## config.mk

```make
export PLATFORM = sky130hd
export DESIGN_NAME = serial_adder_nand_flat
export DESIGN_NICKNAME = d
export VERILOG_FILES = /design/src/rtl/serial_adder_nand_if.sv /design/src/rtl/serial_adder_nand.sv /design/src/flat_wrapper.sv
export SDC_FILE = /design/constraint.sdc
export NUM_CORES = 1
export LEC_CHECK = 0
export CORE_ASPECT_RATIO = 0.6
export CORE_UTILIZATION = 55
export CTS_CLUSTER_DIAMETER = 150
export CTS_CLUSTER_SIZE = 20
export DETAILED_ROUTE_END_ITERATION = 8
export PLACE_DENSITY_LB_ADDON = 0.25
export SLEW_MARGIN = 20
export SYNTH_ARGS = -nofsm -noshare
export SYNTH_HDL_FRONTEND = slang
export SYNTH_SLANG_ARGS = --single-unit
```

## constraint.sdc

```tcl
create_clock -name clk -period 3.2 [get_ports clk]
set_input_delay 0.64 -clock clk [delete_from_list [all_inputs] [get_ports clk]]
set_output_delay 0.64 -clock clk [all_outputs]
set_load 0.01 [all_outputs]
```

## src/rtl/serial_adder_nand_if.sv

```systemverilog
// serial_adder_nand_if: start/done handshake and operand/result bus.
// The sub signal exists only when SERIAL_ADD_SUB_EN is defined.
interface serial_adder_nand_if #(
    parameter int WIDTH = 8
);
    logic             start;
    logic [WIDTH-1:0] a;
    logic [WIDTH-1:0] b;
`ifdef SERIAL_ADD_SUB_EN
    logic             sub;
`endif
    logic             busy;
    logic             done;
    logic [WIDTH-1:0] sum;
    logic             cout;

    modport master (
`ifdef SERIAL_ADD_SUB_EN
        output sub,
`endif
        output start,
        output a,
        output b,
        input  busy,
        input  done,
        input  sum,
        input  cout
    );

    modport slave (
`ifdef SERIAL_ADD_SUB_EN
        input  sub,
`endif
        input  start,
        input  a,
        input  b,
        output busy,
        output done,
        output sum,
        output cout
    );
endinterface

```

## src/rtl/serial_adder_nand.sv

```systemverilog
// serial_adder_nand: bit-serial LSB-first adder built from NAND half adders.
// Define SERIAL_ADD_SUB_EN to add the sub input (two's complement a - b).
module half_adder_nand (
    input  logic x,
    input  logic y,
    output logic s,
    output logic c
);
    logic n1;
    logic n2;
    logic n3;

    assign n1 = ~(x & y);
    assign n2 = ~(x & n1);
    assign n3 = ~(y & n1);
    assign s  = ~(n2 & n3);
    assign c  = ~(n1 & n1);
endmodule

module serial_adder_nand #(
    parameter int WIDTH = 8
) (
    input logic                 clk,
    input logic                 rst_n,
    serial_adder_nand_if.slave  bus
);
    localparam int CW = $clog2(WIDTH) + 1;

    typedef enum logic [1:0] {
        IDLE  = 2'd0,
        SHIFT = 2'd1,
        DONE  = 2'd2
    } state_t;

    state_t           state;
    state_t           state_nx;
    logic             busy_q;
    logic             done_q;
    logic             busy_nx;
    logic             done_nx;
    logic [WIDTH-1:0] a_sr;
    logic [WIDTH-1:0] b_sr;
    logic [WIDTH-1:0] r_sr;
    logic [WIDTH-1:0] r_nx;
    logic [WIDTH-1:0] sum_q;
    logic             cout_q;
    logic             c;
    logic [CW-1:0]    cnt;
    logic             accept;
    logic             last;
    logic             c_init;

    logic b_in;
    logic s0;
    logic c0;
    logic s_bit;
    logic c1;
    logic nc0;
    logic nc1;
    logic c_nx;

`ifdef SERIAL_ADD_SUB_EN
    logic sub_q;

    assign b_in   = b_sr[0] ^ sub_q;
    assign c_init = bus.sub;
`else
    assign b_in   = b_sr[0];
    assign c_init = 1'b0;
`endif

    // Full adder: two half adders, carries combined by NAND-based OR.
    half_adder_nand u_ha0 (
        .x (a_sr[0]),
        .y (b_in),
        .s (s0),
        .c (c0)
    );

    half_adder_nand u_ha1 (
        .x (s0),
        .y (c),
        .s (s_bit),
        .c (c1)
    );

    assign nc0  = ~(c0 & c0);
    assign nc1  = ~(c1 & c1);
    assign c_nx = ~(nc0 & nc1);

    assign accept = bus.start && (state == IDLE || state == DONE);
    assign last   = (cnt == CW'(WIDTH - 1));
    assign r_nx   = {s_bit, r_sr[WIDTH-1:1]};

    always_ff @(posedge clk or negedge rst_n) begin
        if (!rst_n) begin
            state <= IDLE;
        end else begin
            state <= state_nx;
        end
    end

    always_comb begin
        state_nx = state;
        unique case (state)
            IDLE:    if (bus.start) state_nx = SHIFT;
            SHIFT:   if (last) state_nx = DONE;
            DONE:    state_nx = bus.start ? SHIFT : IDLE;
            default: state_nx = IDLE;
        endcase
    end

    always_comb begin
        busy_nx = 1'b0;
        done_nx = 1'b0;
        unique case (1'b1)
            (state_nx == SHIFT): busy_nx = 1'b1;
            (state_nx == DONE):  done_nx = 1'b1;
            default: ;
        endcase
    end

    always_ff @(posedge clk or negedge rst_n) begin
        if (!rst_n) begin
            busy_q <= 1'b0;
            done_q <= 1'b0;
        end else begin
            busy_q <= busy_nx;
            done_q <= done_nx;
        end
    end

    always_ff @(posedge clk or negedge rst_n) begin
        if (!rst_n) begin
            a_sr   <= '0;
            b_sr   <= '0;
            r_sr   <= '0;
            c      <= 1'b0;
            cnt    <= '0;
            sum_q  <= '0;
            cout_q <= 1'b0;
`ifdef SERIAL_ADD_SUB_EN
            sub_q  <= 1'b0;
`endif
        end else if (accept) begin
            a_sr  <= bus.a;
            b_sr  <= bus.b;
            r_sr  <= '0;
            c     <= c_init;
            cnt   <= '0;
`ifdef SERIAL_ADD_SUB_EN
            sub_q <= bus.sub;
`endif
        end else if (state == SHIFT) begin
            a_sr <= {1'b0, a_sr[WIDTH-1:1]};
            b_sr <= {1'b0, b_sr[WIDTH-1:1]};
            r_sr <= r_nx;
            c    <= c_nx;
            cnt  <= cnt + CW'(1);
            // Results publish only on the completing edge.
            if (last) begin
                sum_q  <= r_nx;
                cout_q <= c_nx;
            end
        end
    end

    assign bus.busy = busy_q;
    assign bus.done = done_q;
    assign bus.sum  = sum_q;
    assign bus.cout = cout_q;
endmodule

```

## src/flat_wrapper.sv

```systemverilog
// flat-port wrapper written by rule: the top's interface ports become plain ports
module serial_adder_nand_flat 
#(
    parameter int WIDTH = 8
)
  (clk, rst_n, bus_start, bus_a, bus_b, bus_busy, bus_done, bus_sum, bus_cout);
  serial_adder_nand_if #(.WIDTH(WIDTH)) bus_i ();
  input logic clk;
  input logic rst_n;
  input wire logic [$bits(bus_i.start)-1:0] bus_start;
  input wire logic [$bits(bus_i.a)-1:0] bus_a;
  input wire logic [$bits(bus_i.b)-1:0] bus_b;
  output wire logic [$bits(bus_i.busy)-1:0] bus_busy;
  output wire logic [$bits(bus_i.done)-1:0] bus_done;
  output wire logic [$bits(bus_i.sum)-1:0] bus_sum;
  output wire logic [$bits(bus_i.cout)-1:0] bus_cout;
  assign bus_i.start = bus_start;
  assign bus_i.a = bus_a;
  assign bus_i.b = bus_b;
  assign bus_busy = bus_i.busy;
  assign bus_done = bus_i.done;
  assign bus_sum = bus_i.sum;
  assign bus_cout = bus_i.cout;
  serial_adder_nand #(.WIDTH(WIDTH)) u_core (.clk(clk), .rst_n(rst_n), .bus(bus_i));
endmodule
```

After elaboration in Yosys (flattened, before gate mapping). Cells that the tools add are included.

Add/sub/neg operators: 1. Eq/ne operators: 5. Muxes and demuxes: 16. Bitwise gates (word level): 19. Reduce and logical (&&, ||, !) cells: 5.

Operator list (count): 2-to-1 mux 8 bit (6); NOT 1 bit (10); bitwise AND 1 bit (9); 2-to-1 mux 4 bit (2); case mux 2 bit (3 select lines) (1); 2-to-1 mux 1 bit (5); adder 4 x 1 -> 4 bit (second input constant) (1); equality test 2 x 1 -> 1 bit (second input constant) (2); equality test 2 bit (second input constant) (2); equality test 4 x 3 -> 1 bit (second input constant) (1); 2-to-1 mux 2 bit (2); AND reduction 3 bit (1); zero test 2 bit (1); nonzero test 2 bit (1); logical AND 1 bit (1); logical OR 1 bit (1).

Register bits after elaboration: 42. Bits of input ports: 19. Output and inout port bits: 11. Logic and storage cells: 56.

Longest topological paths before layout. Gate-level depths: netlist of run 1.

Depth in word-level cells: 14. Depth in mapped cells: 5. Gate-level depth less buffers: 4.

Modules after synthesis. Synthesis of run 1 repeated with hierarchy kept, for this count alone.

Cells, all modules: 138. Area, all modules: 1670.4 um2.

By module, submodules not included: serial_adder_nand (instances 1, cells an instance 136, area each 1645.3 um2, sequential area each 1026.0 um2); half_adder_nand (instances 2, cells an instance 1, area each 12.5 um2, sequential area each 0.0 um2).

Worst setup path before layout of run 1. OpenSTA, ideal clock, no wires.

Kind: input port to flip-flop. Start point: in bus_start. End point: reg u_core.cnt[2]. Library setup time: 0.121 ns. Data arrival time: 1.387 ns. Required time: 3.079 ns. Slack: 1.692 ns. Stages: 5. Path buffers: 2. Path through: nor2b_1 > buf_4 > buf_2 > mux2i_1 > a22o_1.

Word-level cells in the longest chain between the ends: 2. Elaborated cells on any way between the ends: 3. Classes of those cells: mux (1); reduce/logical (2).

RTL lines: start: declaration (RTL line flat_wrapper.sv:10) `input wire logic [$bits(bus_i.start)-1:0] bus_start;`; logical AND 1 bit * (RTL line serial_adder_nand.sv:91) `assign accept = bus.start && (state == IDLE || state == DONE);`; 2-to-1 mux 4 bit or nonzero test 2 bit (tied branches); end signal: assignment (RTL line serial_adder_nand.sv:159) `cnt <= cnt + CW'(1);`; end: declaration (RTL line serial_adder_nand.sv:48) `logic [CW-1:0] cnt;`.

Mark *: on every way between the ends. The rest lies on a longest branch, timed or not. A chain may end at the register's enable or synchronous reset.

Worst setup path after layout of run 1.
Start point: reg u_core.state[1]. End point: reg u_core.sum_q[4] (netlist: u_core.bus.sum[4]).

Word-level cells in the longest chain between the ends: 5. Elaborated cells on any way between the ends: 7. Classes of those cells: eq/ne (2); bitwise (1); reduce/logical (4).

RTL lines: start: declaration (RTL line serial_adder_nand.sv:35) `state_t state;`; start signal: assignment (RTL line serial_adder_nand.sv:99) `state <= state_nx;`; equality test 2 bit or zero test 2 bit (tied branches) (RTL line serial_adder_nand.sv:91); logical OR 1 bit (RTL line serial_adder_nand.sv:91); logical AND 1 bit (RTL line serial_adder_nand.sv:91); NOT 1 bit (no source line); AND reduction 3 bit (no source line) *; end signal: assignment (RTL line serial_adder_nand.sv:162) `sum_q <= r_nx;`; end: declaration (RTL line serial_adder_nand.sv:45) `logic [WIDTH-1:0] sum_q;`.

Marked as above.

==> flow_summary.yaml, run 1 <==
status:
  outcome: "complete, no violations"
yosys:
  ys_types: 20
  ys_warn_count: 0
  netlist_area_um2: 1659
  synth-seq-cells: 41
  synth_nets: 138
  syn_avg_cell_area_um2: 14.18
  synthesis.instances: 117
  ys_seq_area_share_pct: 61.84
die:
  std_cell_rows: 15
  start_util_pct: 57.78
  die_w_um: 72.91
  ios: 30
  core_um2: 2872
  die_y_um: 44.55
  die-area_um2: 3248
pwr:
  switching_share_pct: 32.23
  pwr_density_cell_nw_per_um2: 984.9
  p_leak_nw: 1.014
  peakVddDrop_v: 0.0005211
  p_sw_w: 0.0006532
  pwr-share-clk_pct: 18.0
  pwr-share-comb_pct: 38.5
  p_seq_share_pct: 43.5
  internal_power_w: 0.001374
routing:
  drc: 0
  viasPerCell: 5.582
  ant_nets: 0
  vias: 1055
  drtIter0Drc: 43
  wl_um: 2973
  first_pass_iters: 4
  wl_per_cell_um: 15.73
finish:
  final_layout_size_suffix_gt1_share_pct: 14.97
  fin_util_pct: 71.68
  final_nets: 167
  antenna-diode-count: 0
  area_growth_pct: 24.06
clock_network:
  clockBufferDepth: 2
  worstSkewPairLatency_ns: 0.29
  htree_levels: 2
  cts.sinks: 41
  root_buffer: "clkbuf_8"
  cts_resized: 0
  cts.clk_slew.worst_paths_ns: 0.07
  numCtsBuffers: 5
  ctsHoldBuffers: 0
  cts_tree: "built"
  postCtsSetupBuffers: 0
sta:
  period_needed_ns: 2.111
  final.setup_skew_ns: 0.002324
  worst_pin_slew_ns: 0.8705
  grt_setup_unrepaired: "false"
  fin_tns_setup_ns: 0
  finalSetupViolCount: 0
  finalHoldViolations: 0
  fin_crit_sh_pct: 65.98
  slew_viol_final: 0
  relSlewSlack_pct: 41.96
  clock.fmax_mhz: 473.6
setup_path:
  worstPathCellList: "and2b_4, nor3b_2, mux2_2"
  crit_start: "u_core.state[1]"
  r2r_start: "u_core.state[1]"
  path_buf_inv: 0
  slowest_stage: "nor3b_2"
  required_ns: 3.38
  crit_path_end_kind: "flop"
  startpoint_type: "flop"
  worstPathArrival_ns: 2.29
  critPathMaxFanout: 31
  max_stage_delay_ns: 0.73
  path_class: "flop to flop"
  critPathTopFamily: "simple AND/OR/NAND/NOR gates"
grt:
  first_global_vias: 979
  track_usage_pct: 21.40
  grt_overflow: 0
  grt_start_max_net_pins: 42
  antenna_found_initial: 0
  grt_pass1_wl_um: 4830
placement:
  port_buffers: 29
  dp_hpwl_um: 1916
  gp_congestion: 0.7299
flow_run:
  max_cap_viol_count: 0
min_path:
  hold_class: "input port to asynchronous set/reset pin"
[worst paths after layout]
check / slack [ns] / depth (start not counted) / endpoint
setup / recovery: 1.09 / 3 / u_core.bus.sum[4]
max in group asynchronous: 2.19 / 1 / u_core.b_sr[3]
min in group clk: 0.48 / 1 / u_core.b_sr[1]
hold reg to reg: 0.48 / 1 / u_core.b_sr[1]
setup reg to reg: 1.09 / 3 / u_core.bus.sum[4]
hold / removal: 0.46 / 1 / u_core.bus.busy
[power by group through the flow]
stage          Combinational [W]  Sequential [W]  Clock (W)
4_1_cts                 0.000792        0.000880   0.000372
6_report                0.000781        0.000881   0.000365
3_5_place_dp            0.000785        0.000885          0
5_1_grt                 0.000854        0.000908   0.000388
3_3_place_gp            0.000750        0.000873          0
2_1_floorplan           0.000543        0.000881          0
[placed cells by master, fill, tap and decap left out, drive strengths merged]
master,instances
a22o,26
and2b,1
nor2b,2
a21o,14
xnor2,1
clkbuf,7
fa,1
nor3b,2
nand2,4
buf,2
ha,1
nand2b,1
o21ai,1
dfrtp,41
mux2i,2
nor2,2
mux2,9
clkinv,1
clkdlybuf4s50,28
nand4,1
[metrics by stage]
step	cell area (µm²)	power [W]	hold WS (ns)	cells	setup WS (ns)
final	2058	0.002027	0.4616	189	1.089
after CTS	2058	0.002044	0.4857	189	1.090
after global placement	1957	0.001623	0.4604	181	1.118
after global routing	2058	0.002150	0.5057	189	1.016
after detailed placement	1957	0.001670	0.4670	181	1.056
after floorplan	1659	0.001424	0.3444	117	1.692
[logic make-up after synthesis]
kind of cell,share of synthesized area [%]
DFF,61.84
adders and majority gates,1.961
xor gates and xnor gates,0.5280
buffers and inverters,2.865
muxes,7.315
and+or+nand+nor,5.128
AOI/OAI and AO/OA,20.36
[cell usage after synthesis]
cell type | count | area (µm²)
o21ai_0 | 1 | 5.000
nor2b_1 | 2 | 12.51
mux2_2 | 9 | 101.4
nand4_1 | 1 | 6.260
nor2_1 | 1 | 3.750
fa_1 | 1 | 20.02
nand2_1 | 4 | 15.01
nor3b_2 | 1 | 12.51
nor2_4 | 1 | 11.26
a21o_1 | 14 | 105.1
and2b_4 | 1 | 10.01
ha_1 | 1 | 12.51
buf_4 | 3 | 22.52
dfrtp_1 | 41 | 1026
nor3b_1 | 1 | 7.510
a22o_1 | 26 | 227.7
mux2i_1 | 2 | 20.02
buf_2 | 5 | 25.02
xnor2_1 | 1 | 8.760
nand2b_1 | 1 | 6.260
[layer usage]
layer | wire length [µm] | vias to the layer above | track usage, %
met5 | 0 | - | 0
met4 | 61 | 0 | 11.76
met3 | 91 | 7 | 5.467
met2 | 1398 | 18 | 31.59
met1 | 1422 | 538 | 29.53
li1 | - | 492 | -
[sequential cells by signal, indices dropped and copies added, names as in the netlist]
name	flops
u_core.a_sr	8
u_core.bus.busy	1
u_core.c	1
u_core.bus.done	1
u_core.bus.cout	1
u_core.cnt	4
u_core.r_sr	7
u_core.state	2
u_core.b_sr	8
u_core.bus.sum	8
[layout make-up]
type                            instances  area, µm²
Clock buffer                            7      96.34
Multi-Input combinational cell         68      585.6
Sequential cell                        41       1026
Timing Repair Buffer                   30      292.8
Clock inverter                          1      5.005
Tap cell                               42      52.55
Fill cell                             182      813.3
Note: power is estimated with default switching activity, not from simulation.
==> inputs of run 2 (changes only) <==
Settings changed: CORE_UTILIZATION 55 to 46.
Clock period 3.2 ns to 1.7 ns, I/O delays scaled along.
==> run 2 against run 1 <==
  * The flow now finishes with violations (hold timing)
  * Clock skew is 0.0098 ns higher
  * Maximum frequency rose by 34%
  * Non-clock buffer count increased by 5
  * Cell area increased by 4.0%
  * Wire length up 4.9%
  * Total power rose by 99%
  * First-iteration DRC count grew 28%
  * Critical endpoint is now u_core.bus.sum[0]
  * Largest cell class unchanged
  * Largest power group unchanged
==> flow_summary.yaml, run 2 (synthesized netlist as in run 1, its figures left out) <==
clock_network:
  htree_levels: 2
  cts_resized: 0
  worstSkewPairLatency_ns: 0.30
  cts_tree: "built"
  clockBufferDepth: 2
  postCtsSetupBuffers: 0
  cts.sinks: 41
  numCtsBuffers: 5
  cts.clk_slew.worst_paths_ns: 0.08
  ctsHoldBuffers: 0
  root_buffer: "clkbuf_8"
finish:
  layout_commonest_cell: "dfrtp_1"
  area_growth_pct: 28.96
  seqCellArea_um2: 1026
  layout.cells.non_filler: 197
  design_area_um2: 2140
  final_layout_size_suffix_gt1_share_pct: 17.11
  multi_input_area_um2: 585.6
  layout_common_cells: "dfrtp_1, clkdlybuf4s50_1, a22o_1, a21o_1, mux2_2"
  final_nets: 172
  antenna-diode-count: 0
  final.fill_count: 243
pwr:
  switching_share_pct: 31.47
  pwr-share-comb_pct: 38.7
  p_sw_w: 0.001271
  pwr-share-clk_pct: 20.1
  peakVddDrop_v: 0.0008947
  p_leak_nw: 1.051
  internal_power_w: 0.002767
  p_seq_share_pct: 41.2
  pwr_density_cell_nw_per_um2: 1887
setup_path:
  worstPathArrival_ns: 1.74
  reg2reg_depth: 5
  critPathMaxFanout: 10
  r2r-end: "u_core.bus.sum[0]"
  crit_start: "u_core.cnt[0]"
  max_stage_delay_ns: 0.39
  cp_num_cells: 5
  setup.worst_path.end: "u_core.bus.sum[0]"
  required_ns: 1.87
  r2r_start: "u_core.cnt[0]"
  slowest_stage: "dfrtp_1"
  crit_path_end_kind: "flop"
  worstPathCellList: "ha_1, nand2_1, nor3b_2, buf_4, mux2_2"
  r2r_slack_ns: 0.13
  path_class: "flop to flop"
  path_buf_inv: 1
  startpoint_type: "flop"
  critPathTopFamily: "flip-flops"
die:
  start_util_pct: 49.63
  ios: 30
  die_w_um: 79.53
  die-area_um2: 3859
  core_um2: 3343
  std_cell_rows: 16
  die_y_um: 48.52
sta:
  finalHoldViolations: 6
  fin_hold_ws_ns: -0.01172
  grt_setup_unrepaired: "false"
  relSlewSlack_pct: 62.33
  fin_tns_setup_ns: 0
  finalSetupViolCount: 0
  fin_crit_sh_pct: 92.51
  final.setup_skew_ns: 0.01213
  worst_pin_slew_ns: 0.5637
  clock.fmax_mhz: 635.9
  slew_viol_final: 0
  period_needed_ns: 1.573
routing:
  ant_nets: 0
  vias: 1061
  drtIter0Drc: 55
  first_pass_iters: 4
  drc: 0
  viasPerCell: 5.386
  wl_per_cell_um: 15.84
  wl_um: 3120
grt:
  grt_start_max_net_pins: 26
  first_global_vias: 1080
  track_usage_pct: 19.23
  antenna_found_initial: 0
  grt_pass1_wl_um: 5444
  grt_overflow: 0
placement:
  place_inst: 189
  dp_hpwl_um: 2174
  port_buffers: 29
  gp_congestion: 0.7244
  dpl_cell_area_um2: 2023
status:
  violations: "hold timing"
  outcome: "finished with violations"
min_path:
  hold_class: "input port to asynchronous set/reset pin"
flow_run:
  max_cap_viol_count: 0
==> run 2: per-layer routing <==
layer | vias up | routed length, µm | GRT usage, % | part of all wire [%]
met1 | 524 | 1494 | 26.63 | 48
li1 | 494 | - | - | -
met5 | - | 0 | 0 | 0
met4 | 0 | 66 | 9.091 | 2.1
met3 | 9 | 164 | 6.226 | 5.3
met2 | 34 | 1395 | 27.35 | 45
==> run 2: worst min path at each step <==
stage / end / slack, ns / cells past startpoint
after floorplan: u_core.a_sr[0] / 0.04 / 0
after global placement: u_core.cnt[2] / 0.32 / 1
after detailed placement: u_core.bus.done / 0.33 / 1
after CTS: u_core.bus.done / 0.006 / 1
after global routing: u_core.bus.done / 0.02 / 1
final: u_core.bus.done / -0.01 / 1
==> run 2: power groups by stage <==
stage | clock network (W) | registers (W) | logic, W
global placement | 0 | 0.00165 | 0.00150
finish | 0.000810 | 0.00166 | 0.00156
detailed placement | 0 | 0.00168 | 0.00157
CTS | 0.000821 | 0.00166 | 0.00158
global route | 0.000871 | 0.00173 | 0.00172
floorplan | 0 | 0.00166 | 0.00102
==> run 2: per-stage QoR <==
step	setup slack, ns	util, %	total power, W	hold slack (ns)
final	0.1274	64.00	0.004038	-0.01172
after CTS	0.1208	64.00	0.004065	0.006372
after floorplan	0.2882	-	0.002681	0.04441
after detailed placement	-0.08868	60.52	0.003247	0.3304
after global placement	-0.02891	60.52	0.003145	0.3160
after global routing	0.009925	64.00	0.004315	0.01628
==> run 2: area by class of cell <==
class	count	share of cell area [%]
tap	45	2.632
sequential	41	47.95
clock inverter	1	1.404
multi-input combinational	68	27.37
clock buffer	7	4.035
timing repair buffer	35	16.61
==> run 2: worst reg2reg max path: cells and delay by family (launching register included) <==
kind | cells | cell delay (ns)
buf+inv | 1 | 0.20
flops | 1 | 0.39
fa+ha+maj | 1 | 0.21
simple gates | 2 | 0.29
mux | 1 | 0.36
==> inputs of run 3 (changes only) <==
Settings changed: CORE_UTILIZATION 46 to 51.
Clock period 1.7 ns to 1.6 ns, I/O delays scaled along.
==> run 3 against run 2 <==
  * The flow now finishes without violations
  * Cell area decreased by 0.35%
  * Global-route usage increased by 1.2 points
  * Register-to-register slack got worse by 0.098 ns
  * Clock power decreased by 22%
  * Maximum frequency increased by 0.13%
  * Largest cell class unchanged
  * Final cell count increased by 0.51%
  * Wire length increased by 0.80%
  * Critical endpoint is now u_core.bus.cout
  * Sequential cell count unchanged
  * Setup slack got worse by 0.098 ns
  * Sequential share of layout area increased by 0.17 points
  * First-iteration DRC count increased by 15%
  * Via count increased by 4.2%
==> flow_summary.yaml, run 3 (synthesized netlist as in run 1, its figures left out) <==
clock_network:
  clockBufferDepth: 2
  cts.sinks: 41
  cts_tree: "built"
  htree_levels: 2
  cts.clk_slew.worst_paths_ns: 0.08
  root_buffer: "clkbuf_8"
  numCtsBuffers: 5
  worstSkewPairLatency_ns: 0.29
placement:
  port_buffers: 29
  dpl_worst_slack_ns: -0.1914
  place_inst: 187
  dp_hpwl_um: 2131
  gp_congestion: 0.7338
sta:
  worst_pin_slew_ns: 0.5660
  finalSetupViolCount: 0
  final.setup.worst_slack_ns: 0.02947
  final.setup_skew_ns: 0.007084
  fin_crit_sh_pct: 98.16
  finalHoldViolations: 0
  period_needed_ns: 1.571
  relSlewSlack_pct: 62.18
  fin_hold_ws_ns: 0.001078
  clock.fmax_mhz: 636.7
  slew_viol_final: 0
  fin_tns_setup_ns: 0
finish:
  area_growth_pct: 28.51
  layout_commonest_cell: "dfrtp_1"
  final_nets: 176
  final.fill_count: 188
  layout.cells.non_filler: 198
  final_layout_size_suffix_gt1_share_pct: 19.87
  antenna-diode-count: 0
  layout_common_cells: "dfrtp_1, clkdlybuf4s50_1, a22o_1, a21o_1, mux2_2"
die:
  core_um2: 2984
  ios: 30
  die-area_um2: 3493
  die_y_um: 46.18
  die_w_um: 75.64
  start_util_pct: 55.60
  std_cell_rows: 15
routing:
  wl_per_cell_um: 15.88
  first_pass_iters: 4
  drc: 0
  vias: 1106
  wl_um: 3145
  drtIter0Drc: 63
  viasPerCell: 5.586
  ant_nets: 0
pwr:
  finalPower_w: 0.004120
  p_leak_nw: 1.054
  pwr_density_cell_nw_per_um2: 1932
  peakVddDrop_v: 0.0008188
grt:
  grt_start_max_net_pins: 26
  first_global_vias: 1019
  grt_pass1_wl_um: 4919
  grt_overflow: 0
  track_usage_pct: 20.42
  antenna_found_initial: 0
setup_path:
  crit_path_end_kind: "flop"
  path_class: "flop to flop"
  worstPathArrival_ns: 1.74
  required_ns: 1.77
  critPathMaxFanout: 5
  startpoint_type: "flop"
status:
  outcome: "complete, no violations"
flow_run:
  max_cap_viol_count: 0
min_path:
  hold_class: "input port to asynchronous set/reset pin"
## run 3: power by group
group | switching, W | internal, W | leakage, nW
registers | 0.000296 | 0.00148 | 0.523
logic | 0.000716 | 0.000992 | 0.486
clock network | 0.000333 | 0.000302 | 0.0450
total | 0.00134 | 0.00278 | 1.05
## run 3: worst max-delay path, stage by stage (launching register included)
cell and delay, ns:
dfrtp_1 0.39, ha_2 0.20, nand2_1 0.11, nor3b_4 0.23, buf_4 0.19, mux2_2 0.34
## run 3: layout make-up
class	count	area (µm²)	share of cell area (%)
sequential	41	1026	48.12
multi-input combinational	68	594.3	27.88
timing repair buffer	39	376.6	17.66
clock buffer	6	72.57	3.404
tap	42	52.55	2.465
clock inverter	2	10.01	0.4695
## run 3: worst paths after layout
check / start / to / slack, ns / depth (start not counted)
worst max-delay path: u_core.cnt[0] / u_core.bus.cout / 0.03 / 5
worst min-delay path: rst_n / u_core.b_sr[6] / 0.001 / 1
worst max register to register: u_core.cnt[0] / u_core.bus.cout / 0.03 / 5
worst min register to register: u_core.a_sr[5] / u_core.a_sr[5] / 0.48 / 1
max in group asynchronous: rst_n / u_core.r_sr[6] / 1.04 / 2
min in group clk: u_core.a_sr[5] / u_core.a_sr[5] / 0.48 / 1
## run 3: what timing repair did
action | 4_1_cts | 5_1_grt
setup buffers | 0 | 2
resized for setup | 0 | 4
setup endpoints to repair | 0 | 9
hold buffers | 0 | 0
hold endpoints to repair | 0 | 0
## run 3: routing by layer
metal  up-vias  GRT usage [%]  wire (µm)
met5         -              0          0
met4         0          9.259         48
met3         6          6.565        158
met2        34          28.21       1355
met1       557          29.34       1582
li1        509              -          -
## run 3: per-stage QoR
stage | area [µm²] | utilization [%]
after detailed placement | 2014 | 67.51
after floorplan | 1659 | -
after global routing | 2132 | 71.45
after global placement | 2014 | 67.51
final | 2132 | 71.45
after CTS | 2097 | 70.27
